$ cat config.mk
export PLATFORM = sky130hd
export DESIGN_NAME = int_seq
export DESIGN_NICKNAME = d
export VERILOG_FILES = /design/src/rtl/int_seq.sv
export SDC_FILE = /design/constraint.sdc
export NUM_CORES = 1
export LEC_CHECK = 0
export BUFFER_PORTS_ARGS = -buffer_cell sky130_fd_sc_hd__buf_2
export CORE_ASPECT_RATIO = 0.8
export CORE_MARGIN = 2
export CORE_UTILIZATION = 50
export CTS_BUF_LIST = sky130_fd_sc_hd__clkbuf_16
export DETAILED_ROUTE_END_ITERATION = 10
export PLACE_DENSITY = 0.78
export SLEW_MARGIN = 25
export SYNTH_ARGS = -nofsm -noshare
export SYNTH_HDL_FRONTEND = slang
export SYNTH_SLANG_ARGS = --single-unit
$ cat constraint.sdc
create_clock -name clk -period 5.1 [get_ports clk]
set_clock_uncertainty 0.2 [all_clocks]
set_input_delay 0.765 -clock clk [delete_from_list [all_inputs] [get_ports clk]]
set_output_delay 0.765 -clock clk [all_outputs]
set_load 0.1 [all_outputs]
$ cat src/rtl/int_seq.sv
// Interrupt entry sequencer: drains the pipeline, stacks the return PC and flags,
// vectors to the ISR and tracks service until RTI reaches EX.
module int_seq #(
    parameter int                DATA_W       = 8,
    parameter logic [DATA_W-1:0] VECTOR_ADDR  = DATA_W'(8'h01),
    parameter int                DRAIN_CYCLES = 2
) (
    input  logic              clk,
    input  logic              rst,
    input  logic              irq,
    input  logic              bt,
    input  logic              hu_stall,
    input  logic              rti_ex,
    input  logic [DATA_W-1:0] pc_ret,
    input  logic [3:0]        flags_in,
    input  logic              push_ack,
    output logic              pc_en,
    output logic              if_id_en,
    output logic              flush,
    output logic              push_req,
    output logic [DATA_W-1:0] push_data,
    output logic              pc_load,
    output logic [DATA_W-1:0] pc_vec,
    output logic              int_ack,
    output logic              int_active
);

    typedef enum logic [2:0] {
        IDLE     = 3'd0,
        DRAIN    = 3'd1,
        PUSH_PC  = 3'd2,
        PUSH_FLG = 3'd3,
        VECTOR   = 3'd4,
        ISR      = 3'd5
    } state_t;

    state_t              state_reg;
    state_t              state_next;
    logic [2:0]          cnt_reg;
    logic [DATA_W-1:0]   ret_pc_reg;
    logic [3:0]          flg_reg;

    logic                pc_en_reg;
    logic                if_id_en_reg;
    logic                flush_reg;
    logic                push_req_reg;
    logic [DATA_W-1:0]   push_data_reg;
    logic                pc_load_reg;
    logic                int_ack_reg;
    logic                int_active_reg;

    // Entry is only accepted when the front end is moving, so the captured
    // pc_ret really is the oldest uncommitted instruction.
    always_comb begin
        state_next = state_reg;
        case (state_reg)
            IDLE:     if (irq && !bt && !hu_stall) state_next = DRAIN;
            DRAIN:    if (cnt_reg == 3'd0)         state_next = PUSH_PC;
            PUSH_PC:  if (push_ack)                state_next = PUSH_FLG;
            PUSH_FLG: if (push_ack)                state_next = VECTOR;
            VECTOR:                                state_next = ISR;
            ISR:      if (rti_ex)                  state_next = IDLE;
            default:                               state_next = IDLE;
        endcase
    end

    // Outputs are registered from the next state, so they equal a pure
    // decode of the current state with no input-to-output path.
    always_ff @(posedge clk or posedge rst) begin
        if (rst) begin
            state_reg      <= IDLE;
            cnt_reg        <= 3'd0;
            ret_pc_reg     <= '0;
            flg_reg        <= 4'd0;
            pc_en_reg      <= 1'b1;
            if_id_en_reg   <= 1'b1;
            flush_reg      <= 1'b0;
            push_req_reg   <= 1'b0;
            push_data_reg  <= '0;
            pc_load_reg    <= 1'b0;
            int_ack_reg    <= 1'b0;
            int_active_reg <= 1'b0;
        end else begin
            state_reg <= state_next;

            if (state_reg == IDLE && state_next == DRAIN) begin
                ret_pc_reg <= pc_ret;
                flg_reg    <= flags_in;
                cnt_reg    <= 3'(DRAIN_CYCLES - 1);
            end else if (state_reg == DRAIN && cnt_reg != 3'd0) begin
                cnt_reg <= cnt_reg - 3'd1;
            end

            pc_en_reg      <= (state_next inside {IDLE, VECTOR, ISR});
            if_id_en_reg   <= (state_next inside {IDLE, VECTOR, ISR});
            flush_reg      <= (state_next inside {DRAIN, PUSH_PC, PUSH_FLG, VECTOR});
            push_req_reg   <= (state_next inside {PUSH_PC, PUSH_FLG});
            pc_load_reg    <= (state_next == VECTOR);
            int_ack_reg    <= (state_next == VECTOR);
            int_active_reg <= (state_next == ISR);

            case (state_next)
                PUSH_PC:  push_data_reg <= ret_pc_reg;
                PUSH_FLG: push_data_reg <= DATA_W'(flg_reg);
                default:  push_data_reg <= '0;
            endcase
        end
    end

    assign pc_en      = pc_en_reg;
    assign if_id_en   = if_id_en_reg;
    assign flush      = flush_reg;
    assign push_req   = push_req_reg;
    assign push_data  = push_data_reg;
    assign pc_load    = pc_load_reg;
    assign pc_vec     = VECTOR_ADDR;
    assign int_ack    = int_ack_reg;
    assign int_active = int_active_reg;

endmodule

After elaboration in Yosys (flattened, before gate mapping)
Index checks and enable logic that the tools add are counted.
{"block": "totals", "regBits": 31, "inputBits": 19, "word_cells": 44}
{"block": "op_classes", "addsub": 1, "n_eq_ne": 10, "mux": 9, "n_reduce_logical": 14}
{"cell": "$mux 3", "count": 7}
{"cell": "$pmux 3 s6", "count": 1}
{"cell": "$pmux 8 s2", "count": 1}
{"cell": "$eq 3x2->1 const B", "count": 4}
{"cell": "$eq 3x3->1 const B", "count": 4}
{"cell": "$logic_not 3->1", "count": 3}
{"cell": "$eq 3x1->1 const B", "count": 2}
{"cell": "$reduce_bool 3->1", "count": 2}
{"cell": "$logic_and 1x1->1", "count": 4}
{"cell": "$reduce_bool 2->1", "count": 2}
{"cell": "$reduce_bool 4->1", "count": 1}
{"cell": "$sub 3x1->3 const B", "count": 1}
{"cell": "$logic_not 1->1", "count": 2}

Depth between registers and ports, before layout
{"block": "logic_depth", "word_depth": 8, "mapped_depth": 5, "mapped_depth_nobuf": 5}

Worst setup path after synthesis
No wires, ideal clock.
{"block": "synth_timing", "path_kind": "input -> register", "start": "input port bt", "end": "register flg_reg[0]", "arrival_ns": 2.028, "slack_ns": 2.747, "path_stages": 4, "path_cell_list": "or4b_4 -> nor3_4 -> buf_4 -> mux2_2"}
{"block": "synth_via", "elab_chain_len": 7}
{"item": "from (decl)", "line_no": "11", "rtl": "input logic bt,"}
{"item": "$logic_not 1->1", "line_no": "57", "rtl": "IDLE: if (irq && !bt && !hu_stall) state_next = DRAIN;"}
{"item": "$logic_and 1x1->1 (2 in series)", "line_no": "57"}
{"item": "$mux 3", "line_no": "57"}
{"item": "$pmux 3 s6", "line_no": "56", "rtl": "case (state_reg)"}
{"item": "$eq 3x1->1", "line_no": "86", "rtl": "if (state_reg == IDLE && state_next == DRAIN) begin"}
{"item": "$logic_and 1x1->1", "line_no": "86"}
{"item": "to (signal assigned)", "line_no": "88", "rtl": "flg_reg <= flags_in;"}
{"item": "to (decl)", "line_no": "41", "rtl": "logic [3:0] flg_reg;"}
No other way between the ends.
A chain may end at the register's enable or synchronous reset.

Worst setup path in the final report
{"block": "layout_timing", "start": "input port bt", "end": "register ret_pc_reg[1]"}
{"block": "layout_via", "elab_chain_len": 7}
{"item": "$logic_not 1->1", "line_no": "57"}
{"item": "$logic_and 1x1->1 (2 in series)", "line_no": "57"}
{"item": "$mux 3", "line_no": "57"}
{"item": "$pmux 3 s6", "line_no": "56"}
{"item": "$eq 3x1->1", "line_no": "86"}
{"item": "$logic_and 1x1->1", "line_no": "86"}
{"item": "to (signal assigned)", "line_no": "87", "rtl": "ret_pc_reg <= pc_ret;"}
{"item": "to (decl)", "line_no": "40", "rtl": "logic [DATA_W-1:0] ret_pc_reg;"}
No other way between the ends.

==> reports/results.ini <==
[worst_setup_path]
cp-start-kind=primary input
crit_slowest_cell=or4b_4
crit_chain=buf_2 -> or4b_4 -> nor3_4 -> mux2_2
cp-end-kind=flop
r2r-start=state_reg[2]
r2r_setup_slack_ns=2.79
slowest_delay_ns=0.53
crit_type=primary input to flop
cp.arrival_ns=2.32
ff2ff_path_depth=3
cp_max_fo=14
required_ns=5.06
reg2reg_to=ret_pc_reg[1]

[logic_synthesis]
synth_area_sq_mm=0.001391
ys_seq_area_share_pct=55.85
ys_ff_latch=31
synth.avg_cell_area_sq_um=12.65
ys.flop_type=dfrtp_1
synth.distinct_cells=36
synth_cells=110
yosys_warnings=0
async_flop_share_pct=100.0
synth_edf_count=0

[sta]
rsz0062_at_grt=no
relSlewSlack_pct=55.13
slew_viol_final=0
fin_tns_setup_ns=0
max_freq_mhz=422.6
tightestPinTransition_ns=0.6731
finalHoldViolCount=0
setup_viol=0
period_minus_slack_ns=2.366
finalCritPeriodShare_pct=46.40

[worst_hold_path]
whs_path_depth=1
holdPathEnd=push_data[3]
hp-class=flop to flop
hp-start=flg_reg[3]

[final_layout]
drive_gt1_share_pct=43.66
diodes=0
nets=162
nFillCells=243
syn_to_final_growth_pct=18.44
final_cell_mix=33 x buf_2, 30 x dfrtp_1, 12 x mux2_2, 8 x conb_1
multi_input_area_sq_um=503.0
ff_latch_area_sq_um=777.0
layout_commonest_cell=buf_2

[die]
die-area_sq_mm=0.003223
die-height_um=51.18
pin_count=42
start_util_pct=51.51
core_sq_mm=0.002701
std_cell_rows=17
die_w_um=62.98

[detailed_routing]
met1Wirelength_um=987
first_iter_violations=44
vias=906
ant_nets=0
dr.pass1.iters=4
dr_wl_met3_um=212
highest_layer=met4
route.met2.wl_mm=1.269
drc=0
avgViaCountPerCell=5.033
drt-total-wl_mm=2.504
wl_per_cell_um=13.91

[cts]
htree_levels=2
clk_pin_slew_ns=0.05
cts_sinks=31
clk_latency_ns=0.27
cts_tree=done
post_cts_resized=0
postCtsSetupBuffers=0
clockBufferDepth=2
cts_hold_buf=0
cts-root-buf=clkbuf_16
numCtsBuffers=5

[flow_run]
cap_violations=0

[place]
gp_congestion=0.8167
portBuffers=33
place_hpwl_mm=1.683

[grt]
grt_max_degree=32
grt_use_total_pct=17.77
grt_pass1_vias=882
grt_pass1_wl_mm=4.140
antenna_found_initial=0
overflow=0

[status]
status=complete, no violations

-- layer usage --
metal,up-vias,global-route usage (%)
met5,-,0
met4,0,6.667
met3,3,8.590
met2,35,28.72
met1,441,20.64
li1,427,-
-- per-stage QoR --
stage	hold slack (ns)	util, %	area, sq um	setup WS, ns	cells
global route	0.3170	61.00	1648	2.640	180
floorplan	0.2619	-	1414	2.747	116
global placement	0.2755	55.95	1511	2.470	172
CTS	0.3068	61.00	1648	2.727	180
finish	0.3034	61.00	1648	2.734	180
detailed placement	0.2907	55.95	1511	2.430	172
-- cells in the mapped netlist, types with 2 or more instances --
library cell  instances  area, sq um
buf_4                11        82.58
buf_2                 2        10.01
inv_1                 5        18.77
ha_1                  2        25.02
conb_1                2        7.510
nand3_1               2        10.01
buf_6                 2        22.52
a21oi_1               5        25.02
o21ai_0               3        15.01
nand2_1               4        15.01
and3_2                3        22.52
a32o_1                4        40.04
mux2_2               12        135.1
or3b_2                2        17.52
dfrtp_1              30        750.7
-- area by class of cell --
cell class                      count  area share (%)
Inverter                            5           1.139
Multi-Input combinational cell     65           30.52
Tap cell                           38           2.885
Clock inverter                      3          0.6834
Clock buffer                        5           7.593
Sequential cell                    31           47.15
Timing Repair Buffer               33           10.02
-- critical path: cells and delay by family --
family / cells / cell delay, ns
buffers and inverters: 1 / 0.10
muxes: 1 / 0.41
and+or+nand+nor: 2 / 1.04
-- worst max path at each step --
stage	from	endpoint	slack, ns	cells past startpoint
2_1_floorplan	bt	flg_reg[0]	2.75	4
3_3_place_gp	bt	ret_pc_reg[5]	2.47	4
3_5_place_dp	bt	ret_pc_reg[1]	2.43	4
4_1_cts	bt	ret_pc_reg[1]	2.73	4
5_1_grt	bt	ret_pc_reg[1]	2.64	4
6_report	bt	ret_pc_reg[1]	2.73	4
-- kinds of logic after synthesis --
logic type,after synthesis,share of synthesized area [%]
compound gates,15,7.644
xor+xnor,1,0.6296
fa+ha+maj,2,1.798
buf+inv,20,9.622
flops,31,55.85
mux,13,10.43
other cells,2,0.5398
simple gates,26,13.49
Power is left out: the tool's default activity adds up to more than one toggle a clock period on the data nets, which glitch-free logic cannot reach.
